File: config.mk
export PLATFORM = sky130hd
export DESIGN_NAME = bcd_convert_arbiter_flat
export DESIGN_NICKNAME = d
export VERILOG_FILES = /design/src/rtl/bcd_convert_arbiter_if.sv /design/src/rtl/bcd_convert_arbiter.sv /design/src/flat_wrapper.sv
export SDC_FILE = /design/constraint.sdc
export NUM_CORES = 1
export LEC_CHECK = 0
export CAP_MARGIN = 10
export CORE_MARGIN = 2
export CORE_UTILIZATION = 40
export CTS_BUF_LIST = sky130_fd_sc_hd__clkbuf_16
export DETAILED_ROUTE_END_ITERATION = 7
export GPL_TIMING_DRIVEN = 0
export PLACE_DENSITY = 0.87
export SLEW_MARGIN = 10
export SYNTH_ARGS = -nofsm -noshare
export SYNTH_HDL_FRONTEND = slang
export SYNTH_SLANG_ARGS = --single-unit
File: constraint.sdc
create_clock -name clk -period 1.95 [get_ports clk]
set_input_delay 0.39 -clock clk [delete_from_list [all_inputs] [get_ports clk]]
set_output_delay 0.39 -clock clk [all_outputs]
set_load 0.01 [all_outputs]
File: src/rtl/bcd_convert_arbiter_if.sv
// bcd_convert_arbiter_if: client request/response and converter signal bundle
//   slave  : arbiter side (drives ack, conv_binaryNumber/conv_load, rsp_*, busy)
//   master : clients + converter side (drives req/reqNumber, conv_BinaryDecimal/conv_to2_10Sum)
interface bcd_convert_arbiter_if #(
    parameter int numRequesters     = 4,
    parameter int binaryNumberWidth = 32,
    parameter int busWidth          = 4,
    parameter int numberOfDigits    = 3
);
    localparam int id_w = $clog2(numRequesters);
    logic [numRequesters-1:0]                         req;
    logic [numRequesters-1:0][binaryNumberWidth-1:0]  reqNumber;
    logic [numRequesters-1:0]                         ack;
    logic [binaryNumberWidth-1:0]                     conv_binaryNumber;
    logic                                             conv_load;
    logic [numberOfDigits-1:0][busWidth-1:0]          conv_BinaryDecimal;
    logic                                             conv_to2_10Sum;
    logic                                             rsp_valid;
    logic [id_w-1:0]                                  rsp_id;
    logic [numberOfDigits-1:0][busWidth-1:0]          rsp_BinaryDecimal;
    logic                                             rsp_timeout;
    logic                                             busy;
    modport slave (
        input  req, reqNumber, conv_BinaryDecimal, conv_to2_10Sum,
        output ack, conv_binaryNumber, conv_load, rsp_valid, rsp_id,
               rsp_BinaryDecimal, rsp_timeout, busy
    );
    modport master (
        output req, reqNumber, conv_BinaryDecimal, conv_to2_10Sum,
        input  ack, conv_binaryNumber, conv_load, rsp_valid, rsp_id,
               rsp_BinaryDecimal, rsp_timeout, busy
    );
endinterface

File: src/rtl/bcd_convert_arbiter.sv
// bcd_convert_arbiter: round-robin sharing of one binary-to-BCD converter among clients
//   clk : rising-edge clock
//   rst : asynchronous active-low reset
//   bus : slave side of bcd_convert_arbiter_if (requests, converter drive, responses, busy)
module bcd_convert_arbiter #(
    parameter int numRequesters     = 4,
    parameter int binaryNumberWidth = 32,
    parameter int busWidth          = 4,
    parameter int numberOfDigits    = 3,
    parameter int timeoutCycles     = 255
) (
    input logic                  clk,
    input logic                  rst,
    bcd_convert_arbiter_if.slave bus
);
    localparam int id_w  = $clog2(numRequesters);
    localparam int tmr_w = $clog2(timeoutCycles + 1);
    typedef enum logic [1:0] {S_IDLE, S_LOAD, S_WAIT, S_RESP} state_t;
    state_t                                  state, state_nx;
    logic [id_w-1:0]                         rr_ptr, rr_nx, gnt, k, id_nx;
    logic [tmr_w-1:0]                        timer, timer_nx;
    logic [numRequesters-1:0]                ack_nx;
    logic [binaryNumberWidth-1:0]            num_nx;
    logic [numberOfDigits-1:0][busWidth-1:0] bcd_nx;
    logic                                    load_nx, valid_nx, tout_nx, done;
    // Scan downward so the lowest offset from rr_ptr is the one left standing.
    always_comb begin
        gnt = '0;
        k   = '0;
        for (int i = numRequesters - 1; i >= 0; i--) begin
            k = id_w'((int'(rr_ptr) + i) % numRequesters);
            if (bus.req[k]) gnt = k;
        end
    end
    // A done level in the first WAIT cycle (timer still 0) may be left over from the last conversion.
    assign done = bus.conv_to2_10Sum && (timer != '0);
    always_comb begin
        state_nx = state;
        rr_nx    = rr_ptr;
        timer_nx = timer;
        ack_nx   = '0;
        load_nx  = 1'b0;
        valid_nx = 1'b0;
        tout_nx  = 1'b0;
        num_nx   = bus.conv_binaryNumber;
        id_nx    = bus.rsp_id;
        bcd_nx   = bus.rsp_BinaryDecimal;
        case (state)
            S_IDLE: if (|bus.req) begin
                state_nx    = S_LOAD;
                num_nx      = bus.reqNumber[gnt];
                id_nx       = gnt;
                ack_nx[gnt] = 1'b1;
                load_nx     = 1'b1;
            end
            S_LOAD: begin
                state_nx = S_WAIT;
                timer_nx = '0;
            end
            S_WAIT: begin
                timer_nx = timer + 1'b1;
                if (done) begin
                    state_nx = S_RESP;
                    bcd_nx   = bus.conv_BinaryDecimal;
                    valid_nx = 1'b1;
                end else if (timer == tmr_w'(timeoutCycles - 1)) begin
                    state_nx = S_RESP;
                    bcd_nx   = '0;
                    valid_nx = 1'b1;
                    tout_nx  = 1'b1;
                end
            end
            default: begin
                state_nx = S_IDLE;
                rr_nx    = (bus.rsp_id == id_w'(numRequesters - 1)) ? '0 : bus.rsp_id + 1'b1;
            end
        endcase
    end
    always_ff @(posedge clk or negedge rst) begin
        if (!rst) begin
            state                 <= S_IDLE;
            rr_ptr                <= '0;
            timer                 <= '0;
            bus.ack               <= '0;
            bus.conv_load         <= 1'b0;
            bus.conv_binaryNumber <= '0;
            bus.rsp_valid         <= 1'b0;
            bus.rsp_id            <= '0;
            bus.rsp_BinaryDecimal <= '0;
            bus.rsp_timeout       <= 1'b0;
            bus.busy              <= 1'b0;
        end else begin
            state                 <= state_nx;
            rr_ptr                <= rr_nx;
            timer                 <= timer_nx;
            bus.ack               <= ack_nx;
            bus.conv_load         <= load_nx;
            bus.conv_binaryNumber <= num_nx;
            bus.rsp_valid         <= valid_nx;
            bus.rsp_id            <= id_nx;
            bus.rsp_BinaryDecimal <= bcd_nx;
            bus.rsp_timeout       <= tout_nx;
            bus.busy              <= (state_nx != S_IDLE);
        end
    end
endmodule

File: src/flat_wrapper.sv
// flat-port wrapper written by rule: the top's interface ports become plain ports
module bcd_convert_arbiter_flat 
#(
    parameter int numRequesters     = 4,
    parameter int binaryNumberWidth = 32,
    parameter int busWidth          = 4,
    parameter int numberOfDigits    = 3,
    parameter int timeoutCycles     = 255
)
  (clk, rst, bus_req, bus_reqNumber, bus_conv_BinaryDecimal, bus_conv_to2_10Sum, bus_ack, bus_conv_binaryNumber, bus_conv_load, bus_rsp_valid, bus_rsp_id, bus_rsp_BinaryDecimal, bus_rsp_timeout, bus_busy);
  bcd_convert_arbiter_if #(.numRequesters(numRequesters), .binaryNumberWidth(binaryNumberWidth), .busWidth(busWidth), .numberOfDigits(numberOfDigits)) bus_i ();
  input logic clk;
  input logic rst;
  input wire logic [$bits(bus_i.req)-1:0] bus_req;
  input wire logic [$bits(bus_i.reqNumber)-1:0] bus_reqNumber;
  input wire logic [$bits(bus_i.conv_BinaryDecimal)-1:0] bus_conv_BinaryDecimal;
  input wire logic [$bits(bus_i.conv_to2_10Sum)-1:0] bus_conv_to2_10Sum;
  output wire logic [$bits(bus_i.ack)-1:0] bus_ack;
  output wire logic [$bits(bus_i.conv_binaryNumber)-1:0] bus_conv_binaryNumber;
  output wire logic [$bits(bus_i.conv_load)-1:0] bus_conv_load;
  output wire logic [$bits(bus_i.rsp_valid)-1:0] bus_rsp_valid;
  output wire logic [$bits(bus_i.rsp_id)-1:0] bus_rsp_id;
  output wire logic [$bits(bus_i.rsp_BinaryDecimal)-1:0] bus_rsp_BinaryDecimal;
  output wire logic [$bits(bus_i.rsp_timeout)-1:0] bus_rsp_timeout;
  output wire logic [$bits(bus_i.busy)-1:0] bus_busy;
  assign bus_i.req = bus_req;
  assign bus_i.reqNumber = bus_reqNumber;
  assign bus_i.conv_BinaryDecimal = bus_conv_BinaryDecimal;
  assign bus_i.conv_to2_10Sum = bus_conv_to2_10Sum;
  assign bus_ack = bus_i.ack;
  assign bus_conv_binaryNumber = bus_i.conv_binaryNumber;
  assign bus_conv_load = bus_i.conv_load;
  assign bus_rsp_valid = bus_i.rsp_valid;
  assign bus_rsp_id = bus_i.rsp_id;
  assign bus_rsp_BinaryDecimal = bus_i.rsp_BinaryDecimal;
  assign bus_rsp_timeout = bus_i.rsp_timeout;
  assign bus_busy = bus_i.busy;
  bcd_convert_arbiter #(.numRequesters(numRequesters), .binaryNumberWidth(binaryNumberWidth), .busWidth(busWidth), .numberOfDigits(numberOfDigits), .timeoutCycles(timeoutCycles)) u_core (.clk(clk), .rst(rst), .bus(bus_i));
endmodule
# Yosys cells after proc, flatten, opt, wreduce, memory -nomap -nowiden
# Cells that the tools add are included.
# Widths: inputs -> output; s select.
# totals
ff_bits,66
input_bits,147
word_cells,72
# op_classes
add_sub_neg,5
magnitude_cmp,6
n_eq_ne,4
mux,33
n_reduce_logical,11
# op_table
op,n
$bmux 32 s2,1
$mux 32,1
$mux 12,2
$mux 2,8
$pmux 8 s2,1
$lt 2x3->1 const B,5
$mux 1,12
$add 8x1->8 const B,1
$bmux 1 s2,4
$eq 8x8->1 const B,1
$mux 4,2
$reduce_bool 8->1,1
$pmux 2 s3,1
$reduce_bool 2->1,3
$add 2x1->2 const B,2
$add 2x2->2 const B,2
$eq 2x2->1 const B,2
$reduce_and 2->1,2
$reduce_or 4->1,1
$reduce_or 3->1,1
$demux 1 s2,1
$eq 2x1->1 const B,1
$ge 2x1->1 const B,1
$logic_and 1x1->1,2
$logic_not 2->1,1

# Longest topological paths before layout
# Gate-level depths: netlist of run 1.
# logic_depth
word_depth,13
depth_mapped,8
ltp_nobuf,7

# Worst setup path after synthesis of run 1
# Ideal clock, no wire load.
# synth_path
path_kind,register to register
start,reg u_core.state[0]
end,reg u_core.bus.conv_binaryNumber[18]
arrival_ns,1.614
required_ns,1.823
setup_slack_ns,0.209
stages_incl_launch_ff,9
path_buffers,2
path_cell_list,dfrtp_1 inv_1 ha_1 o41ai_4 or3_1 buf_4 buf_6 a211oi_2 nor3_2
# synth_via
elab_chain_cells,2
# synth_rtl
item,line_no,source
from (decl),bcd_convert_arbiter.sv:19,"state_t state, state_nx;"
from (signal assigned),bcd_convert_arbiter.sv:93,state <= state_nx;
$logic_not 2->1,bcd_convert_arbiter.sv:48,case (state)
$reduce_and 2->1 (no line),-,
to (signal assigned),bcd_convert_arbiter.sv:98,bus.conv_binaryNumber <= num_nx;
to (decl),bcd_convert_arbiter_if.sv:25,"output ack, conv_binaryNumber, conv_load, rsp_valid, rsp_id,"
# No other way between the ends.
# A chain may end at the register's enable or synchronous reset.

# Worst setup path after layout of run 1
# layout_path
start,reg u_core.state[0]
end,reg u_core.bus.conv_binaryNumber[2]
# The elaborated chain is that of the path after synthesis.

==> results of run 1 <==
power by group:
group	total, uW	switching (uW)	internal (uW)
registers	2330	357	1970
clock network	1870	618	1250
logic	5140	2590	2550
critical path: cells and delay by family (launching register included):
| family | cells | cell delay (ps) |
|---|---|---|
| buffers and inverters | 4 | 560 |
| AO/OA/AOI/OAI | 2 | 310 |
| AND/OR/NAND/NOR | 2 | 370 |
| flip-flops | 1 | 400 |
| adder cells (fa/ha/maj) | 1 | 140 |
worst paths after layout:
path                                                          endpoint  slack [ps]  cells past startpoint
max                        u_core.bus.conv_binaryNumber[2]$_DFFE_PN0P_          40                      9
min                                          u_core.bus.busy$_DFF_PN0_        -0.4                      1
max reg2reg                u_core.bus.conv_binaryNumber[2]$_DFFE_PN0P_          40                      9
min reg2reg                u_core.bus.rsp_BinaryDecimal[8]$_DFFE_PN0P_         500                      1
max in group asynchronous  u_core.bus.conv_binaryNumber[2]$_DFFE_PN0P_        1420                      2
min in group clk           u_core.bus.rsp_BinaryDecimal[8]$_DFFE_PN0P_         500                      1
layer usage:
metal | global-route usage | vias to the layer above | part of all wire
met4 | 0.1083 | 0 | 0.029
met3 | 0.05695 | 38 | 0.065
met2 | 0.4294 | 162 | 0.50
met1 | 0.3063 | 1970 | 0.41
li1 | - | 1871 | -
met5 | 0 | - | 0
cell usage in the layout (no fill, tap or decap), types with 4 or more instances in the layout:
master,count
sky130_fd_sc_hd__a22o_1,12
sky130_fd_sc_hd__a211oi_4,8
sky130_fd_sc_hd__inv_2,4
sky130_fd_sc_hd__o21ai_0,4
sky130_fd_sc_hd__clkbuf_1,6
sky130_fd_sc_hd__nor2_1,39
sky130_fd_sc_hd__clkbuf_16,9
sky130_fd_sc_hd__nand3_1,4
sky130_fd_sc_hd__a211oi_2,37
sky130_fd_sc_hd__inv_1,7
sky130_fd_sc_hd__nand2_1,11
sky130_fd_sc_hd__buf_4,12
sky130_fd_sc_hd__dfrtp_1,66
sky130_fd_sc_hd__ha_1,5
sky130_fd_sc_hd__clkdlybuf4s50_1,195
sky130_fd_sc_hd__a211oi_1,19
sky130_fd_sc_hd__buf_2,4
sky130_fd_sc_hd__nor3_1,7
sky130_fd_sc_hd__and3_1,66
sky130_fd_sc_hd__dlygate4sd2_1,4
sky130_fd_sc_hd__a21oi_1,4
sky130_fd_sc_hd__nor3_2,28
sky130_fd_sc_hd__clkbuf_2,10
registers in the layout (all words and copies together), names as in the netlist:
name and count:
u_core.bus.rsp_timeout 1, u_core.timer 8, u_core.rr_ptr 2, u_core.bus.rsp_valid 1, u_core.bus.rsp_BinaryDecimal 12, u_core.bus.busy 1, u_core.bus.conv_binaryNumber 32, u_core.bus.conv_load 1
u_core.bus.ack 4, u_core.bus.rsp_id 2, u_core.state 2
stage by stage:
step           hold slack (ps)  instances  setup slack (ps)  cell area (um^2)
2_1_floorplan            94.41        388             209.0              3909
3_3_place_gp             488.5        721             -1744              6077
3_5_place_dp             360.1        722            -637.3              6095
4_1_cts                  16.61        740             7.057              6580
5_1_grt                  33.93        741            -15.49              6699
6_report               -0.3562        741             44.49              6699
cell usage after synthesis (all sizes together), types with 4 or more instances:
cell type  instances
a211oi            64
a21oi              4
a22o              12
and3              66
buf               15
clkbuf            19
dfrtp             66
ha                 7
inv               10
nand2             11
nand3              4
nor2              40
nor3              35
o21ai              8
area by class of cell:
type / count / area share
Multi-Input combinational cell: 278 / 0.3353
Timing Repair Buffer: 204 / 0.3041
Sequential cell: 66 / 0.2465
Clock buffer: 9 / 0.03362
Buffer: 34 / 0.03231
Tap cell: 133 / 0.02484
Clock inverter: 7 / 0.01774
Inverter: 10 / 0.005603
cell families after synthesis:
kind of cell,Yosys count,share of synthesized area
multiplexers,3,0.008322
adder cells (fa/ha/maj),7,0.02241
AND/OR/NAND/NOR,169,0.2635
AO/OA/AOI/OAI,98,0.2279
XOR/XNOR,1,0.002241
buffers and inverters,44,0.05314
flip-flops,66,0.4225
timing repair:
item / in CTS / in global routing
buffers inserted: 2 / 1
resized for setup: 45 / 20
setup endpoints to repair: 47 / 38
hold endpoints to repair: 0 / 0
pin swaps: 6 / 9
==> Flow_metrics.wiki, run 1 <==
{| class="wikitable"
! Metric !! Value
|-
| RD Place Congestion || 0.8410
|-
| Reg2Reg Launch Point || u_core.state[0]$_DFF_PN0_
|-
| Worst-Skew Late Latency || 330 ps
|-
| Number of CTS-inserted buffers || 9
|-
| Clock-pin slew on the worst setup and hold paths || 60 ps
|-
| Number of iterations in the first detailed-routing pass || 4
|-
| Buffers on Ports || 200
|-
| Async set or reset register ratio after synthesis || 1.000
|-
| Synth top area cells || sky130_fd_sc_hd__dfrtp_1 42%, sky130_fd_sc_hd__and3_1 11%, sky130_fd_sc_hd__a211oi_2 9.0%
|-
| Nets || 757
|-
| Mapped Avg Cell Area || 10.07 um^2
|-
| Diodes inserted || 0
|-
| Main synth FF type || sky130_fd_sc_hd__dfrtp_1
|-
| Total Routing Usage GR || 0.2516
|-
| Longest individual stage delay on the worst path || 400 ps
|-
| Largest net degree at the start of global routing || 37
|-
| DR vias || 4,041
|-
| Die Area || 10,580 um^2
|-
| Number of flops mapped to enable cells by yosys || 0
|-
| Unique cell type count in the Yosys netlist || 42
|-
| Clock tree from TritonCTS || done
|-
| Number of pins with negative max-slew slack in the final report || 0
|-
| Total power density per cell area || 1393 nW/um^2
|-
| Post-route ant nets || 0
|-
| Number of flip-flops and latches in the synthesized netlist || 66
|-
| Sequential cell area fraction in the yosys report || 0.4225
|-
| Cell chosen for the clock root || sky130_fd_sc_hd__clkbuf_16
|-
| Slowest stage cell, crit path || sky130_fd_sc_hd__dfrtp_1
|-
| Buffer depth of the longest clock path || 2
|-
| Share of layout cells above drive strength 1 || 0.2237
|-
| Initial core utilization || 0.4055
|-
| Remaining routing DRC violations || 0
|-
| Post-synth design cell area || 3909 um^2
|-
| Final Hold Fails || 1
|-
| Cell Rows || 36
|-
| Iteration-0 DRC count of the detailed router || 132
|-
| Number of failing setup endpoints in the final timing report || 0
|-
| Grt ovf || 0
|-
| Number of antenna violations at the first check in global routing || 0
|-
| First-pass GRT wire length || 20,510 um
|-
| Min Hold Slack || -0.3562 ps
|-
| Util after Layout || 0.6950
|-
| Highest ir drop seen on vdd || 0.6601 mV
|-
| Crit path cell chain || inv_2, ha_4, o41ai_4, buf_4, or3_4, buf_6, buf_8, a211oi_4, nor3_2
|-
| Detailed placer's ending HPWL || 10,230 um
|-
| Post-Route WL || 13,990 um
|-
| CP required || 2160 ps
|-
| Startpoint of the worst setup timing path || u_core.state[0]$_DFF_PN0_
|-
| Number of clock sinks seen by CTS || 66
|-
| Highest clock frequency the design can meet || 524.8 MHz
|-
| Status || finished with violations
|-
| Sequential cell area || 1652 um^2
|-
| Period utilization || 0.9772
|-
| Via count of the first global-routing pass || 4,127
|-
| Element type at the critical path start || register
|-
| Die W || 102.9 um
|-
| Tot Pwr || 9329 uW
|-
| Synthesized instance count || 388
|-
| Number of vias per cell after detailed routing || 5.453
|-
| H-tree levels || 3
|-
| Sum of negative setup slack || 0 ps
|-
| Yosys top cell area share || 0.4225
|-
| Area of the core region || 9639 um^2
|-
| Number of maximum-capacitance constraint violations || 0
|-
| Element type at the critical path end || register
|-
| Height of the die || 102.9 um
|-
| Clock Skews || 9.452 ps
|-
| Count of boundary I/O pins || 201
|-
| Worst setup path class || register to register
|-
| Fill cells || 738
|-
| Yosys synthesis warning count || 0
|-
| Static Leak || 0.002757 uW
|-
| Cell type with the largest total area after synthesis || sky130_fd_sc_hd__dfrtp_1
|-
| Hold buffers post-CTS || 0
|-
| Area of combinational cells with multiple inputs || 2246 um^2
|-
| Worst relative slew slack || 0.6517
|-
| Syn_nets || 542
|-
| Top fanout value on the critical path || 10
|-
| Hold Crit Class || input port to async pin
|-
| Setup repair after global routing missed its margin || yes
|-
| Least-Margin Pin Slew || 522.5 ps
|-
| Shortest clock period the worst path allows after layout || 1906 ps
|-
| CP arrival || 2110 ps
|-
| Synthesis-to-layout area growth || 71.38%
|-
| Violations in the final reports || negative hold slack
|-
| Average wire per cell in the routed design || 18.88 um
|}
(Power assumes the default switching activity.)
==> inputs of run 2 (changes only) <==
- CTS_BUF_LIST: sky130_fd_sc_hd__clkbuf_16 -> sky130_fd_sc_hd__clkbuf_8
==> Flow_metrics.wiki, run 2 (synthesized netlist as in run 1, its figures left out) <==
{| class="wikitable"
! Metric !! Value
|-
| Status || finished clean (was finished with violations)
|-
| Hold Crit Class || register to register (was input port to async pin)
|-
| Min-Delay Startpoint || u_core.bus.rsp_BinaryDecimal[8]$_DFFE_PN0P_
|-
| Clock Skews || 15.20 ps (was 9.452 ps)
|-
| Area of combinational cells with multiple inputs || 2176 um^2 (was 2246 um^2)
|-
| Clock tree from TritonCTS || done (unchanged)
|-
| Register-to-Register Setup Slack || 50 ps (was 40 ps)
|-
| Element type at the critical path start || register (unchanged)
|-
| Number of placed cells counting well taps || 722 (unchanged)
|-
| Nets || 761 (was 757)
|-
| Number of antenna violations at the first check in global routing || 0 (unchanged)
|-
| RD Place Congestion || 0.8410 (unchanged)
|-
| Post-placement worst setup slack || -637.3 ps (unchanged)
|-
| Clock-pin slew on the worst setup and hold paths || 80 ps (was 60 ps)
|-
| Min Hold Slack || 506.8 ps (was -0.3562 ps)
|-
| Top fanout value on the critical path || 10 (unchanged)
|-
| Endpoint with the worst hold slack || u_core.bus.rsp_BinaryDecimal[8]$_DFFE_PN0P_
|-
| Number of CTS-inserted buffers || 9 (unchanged)
|-
| Diodes inserted || 0 (unchanged)
|-
| Sum of negative setup slack || 0 ps (unchanged)
|-
| Tot Pwr || 8806 uW (was 9329 uW)
|-
| H-tree levels || 3 (unchanged)
|-
| Count of boundary I/O pins || 201 (unchanged)
|-
| Total Routing Usage GR || 0.2541 (was 0.2516)
|-
| Cell Rows || 36 (unchanged)
|-
| Reg2Reg Launch Point || u_core.rr_ptr[0]$_DFFE_PN0N_ (was u_core.state[0]$_DFF_PN0_)
|-
| PnR worst setup slack || 53.24 ps (was 44.49 ps)
|-
| Highest ir drop seen on vdd || 0.6409 mV (was 0.6601 mV)
|-
| Number of pins with negative max-slew slack in the final report || 0 (unchanged)
|-
| Synthesis-to-layout area growth || 67.80% (was 71.38%)
|-
| Area of the core region || 9639 um^2 (unchanged)
|-
| Iteration-0 DRC count of the detailed router || 150 (was 132)
|-
| Met2 track demand over resource in global routing || 0.4374 (was 0.4294)
|-
| Met3 Use GR || 0.06169 (was 0.05695)
|-
| Post-Route WL || 13,880 um (was 13,990 um)
|-
| Number of clock sinks seen by CTS || 66 (unchanged)
|-
| Average wire per cell in the routed design || 18.63 um (was 18.88 um)
|-
| Via count of the first global-routing pass || 4,103 (was 4,127)
|-
| Buffer depth of the longest clock path || 2 (unchanged)
|-
| Static Leak || 0.002735 uW (was 0.002757 uW)
|-
| Cell chosen for the clock root || sky130_fd_sc_hd__clkbuf_8 (was sky130_fd_sc_hd__clkbuf_16)
|-
| Initial core utilization || 0.4055 (unchanged)
|-
| Startpoint of the worst setup timing path || u_core.rr_ptr[0]$_DFFE_PN0N_ (was u_core.state[0]$_DFF_PN0_)
|-
| Height of the die || 102.9 um (unchanged)
|-
| Share of layout cells above drive strength 1 || 0.2190 (was 0.2237)
|-
| Worst-Skew Late Latency || 350 ps (was 330 ps)
|-
| Number of maximum-capacitance constraint violations || 0 (unchanged)
|-
| Post-route ant nets || 0 (unchanged)
|-
| Period utilization || 0.9727 (was 0.9772)
|-
| Die W || 102.9 um (unchanged)
|-
| CP arrival || 2130 ps (was 2110 ps)
|-
| Grt ovf || 0 (unchanged)
|-
| Die Area || 10,580 um^2 (unchanged)
|-
| Buffers on Ports || 200 (unchanged)
|-
| First-pass GRT wire length || 20,430 um (was 20,510 um)
|-
| Largest net degree at the start of global routing || 37 (unchanged)
|-
| Sequential cell area || 1652 um^2 (unchanged)
|-
| Least-Margin Pin Slew || 540.6 ps (was 522.5 ps)
|-
| Number of cells traversed by the worst register-to-register path || 7 (was 9)
|-
| Setup repair after global routing missed its margin || yes (unchanged)
|-
| Registers with the most flip-flops || u_core.bus.conv_binaryNumber (32), u_core.bus.rsp_BinaryDecimal (12), u_core.timer (8) (unchanged)
|-
| CP required || 2190 ps (was 2160 ps)
|-
| GR peak layer || met2 (unchanged)
|-
| Total power density per cell area || 1343 nW/um^2 (was 1393 nW/um^2)
|-
| Worst relative slew slack || 0.6396 (was 0.6517)
|-
| Shortest clock period the worst path allows after layout || 1897 ps (was 1906 ps)
|-
| Element type at the critical path end || register (unchanged)
|-
| DR vias || 4,044 (was 4,041)
|-
| Hold depth || 1
|-
| Number of failing setup endpoints in the final timing report || 0 (unchanged)
|-
| Fill cells || 772 (was 738)
|-
| Commonest cells after routing, fill and taps aside || 195 x sky130_fd_sc_hd__clkdlybuf4s50_1, 66 x sky130_fd_sc_hd__dfrtp_1, 65 x sky130_fd_sc_hd__and3_1, 39 x sky130_fd_sc_hd__nor2_1, 36 x sky130_fd_sc_hd__a211oi_2 (was 195 x sky130_fd_sc_hd__clkdlybuf4s50_1, 66 x sky130_fd_sc_hd__and3_1, 66 x sky130_fd_sc_hd__dfrtp_1, 39 x sky130_fd_sc_hd__nor2_1, 37 x sky130_fd_sc_hd__a211oi_2)
|-
| Number of vias per cell after detailed routing || 5.428 (was 5.453)
|-
| Detailed placer's ending HPWL || 10,230 um (unchanged)
|-
| Highest clock frequency the design can meet || 527.2 MHz (was 524.8 MHz)
|-
| Number of flip-flops under the largest register name || 32 (unchanged)
|-
| Final Hold Fails || 0 (was 1)
|-
| GR met1 Demand/Resource || 0.2996 (was 0.3063)
|-
| Most flop-heavy register || u_core.bus.conv_binaryNumber (unchanged)
|-
| Filler-free cell count of the finished design || 745 (was 741)
|-
| Endpoint of the worst register-to-register path || u_core.bus.conv_binaryNumber[31]$_DFFE_PN0P_ (was u_core.bus.conv_binaryNumber[2]$_DFFE_PN0P_)
|-
| Number of iterations in the first detailed-routing pass || 4 (unchanged)
|-
| Most frequent standard cell in the layout excluding fill and tap cells || sky130_fd_sc_hd__clkdlybuf4s50_1 (unchanged)
|-
| Remaining routing DRC violations || 0 (unchanged)
|-
| Worst setup path class || register to register (unchanged)
|}
-- run 2: cell types whose count changed in the layout (fill, tap and decap cells not counted), moves of 4 or more --
| cell | change |
|---|---|
| sky130_fd_sc_hd__a211oi_1 | +5 |
| sky130_fd_sc_hd__a211oi_4 | -4 |
| sky130_fd_sc_hd__clkbuf_16 | -9 |
| sky130_fd_sc_hd__clkbuf_8 | +9 |
-- run 2: critical path: stages (launching register included) --
cell and delay (ps):
sky130_fd_sc_hd__dfrtp_1 400, sky130_fd_sc_hd__nand2b_1 170, sky130_fd_sc_hd__o22a_1 240, sky130_fd_sc_hd__buf_2 190, sky130_fd_sc_hd__buf_2 200, sky130_fd_sc_hd__and3_2 270
sky130_fd_sc_hd__a211oi_4 250, sky130_fd_sc_hd__nor3_2 60
-- run 2: worst max path at each step --
stage	depth (start not counted)	endpoint	slack, ps
2_1_floorplan	8	u_core.bus.conv_binaryNumber[18]$_DFFE_PN0P_	210
3_3_place_gp	1	u_core.bus.conv_binaryNumber[0]$_DFFE_PN0P_	-1740
3_5_place_dp	7	u_core.bus.conv_binaryNumber[30]$_DFFE_PN0P_	-640
4_1_cts	9	u_core.bus.conv_binaryNumber[30]$_DFFE_PN0P_	10
5_1_grt	7	u_core.bus.conv_binaryNumber[31]$_DFFE_PN0P_	-30
6_report	7	u_core.bus.conv_binaryNumber[31]$_DFFE_PN0P_	50
-- run 2: layout make-up --
cell class              count  area share
well taps                 133     0.02537
clock buffers               9     0.01889
plain buffers              34     0.03224
multi-input cells         278      0.3317
repair buffers            208      0.3161
inverters                  10    0.005723
flip-flops and latches     66      0.2518
clock inverters             7     0.01812
-- run 2: layer usage --
metal	vias up	routed length, um
met1	1961	5618
met3	36	986
li1	1884	-
met2	163	6872
met4	0	403
met5	-	0
-- run 2: repair_timing --
action	CTS	global route
pin swaps	12	15
buffers inserted	4	2
setup endpoints to repair	46	41
endpoints found under the hold margin	30	0
resized for setup	38	16
hold buffers	1	0
-- run 2: per-stage QoR --
step                      utilization  area [um^2]
after floorplan                     -         3909
after global placement         0.6305         6077
after detailed placement       0.6323         6095
after CTS                      0.6732         6489
after global routing           0.6804         6559
final                          0.6804         6559
-- run 2: power breakdown --
group          switching [uW]  internal [uW]  total, uW
combinational            2540           2530       5080
sequential                350           1970       2320
clock                     564            849       1410
total                    3460           5350       8810
==> inputs of run 3 (changes only) <==
- HOLD_SLACK_MARGIN: unset -> 0.03
==> results of run 3 <==
Same layout as run 2: the final DEF is identical, and so are final timing and power.
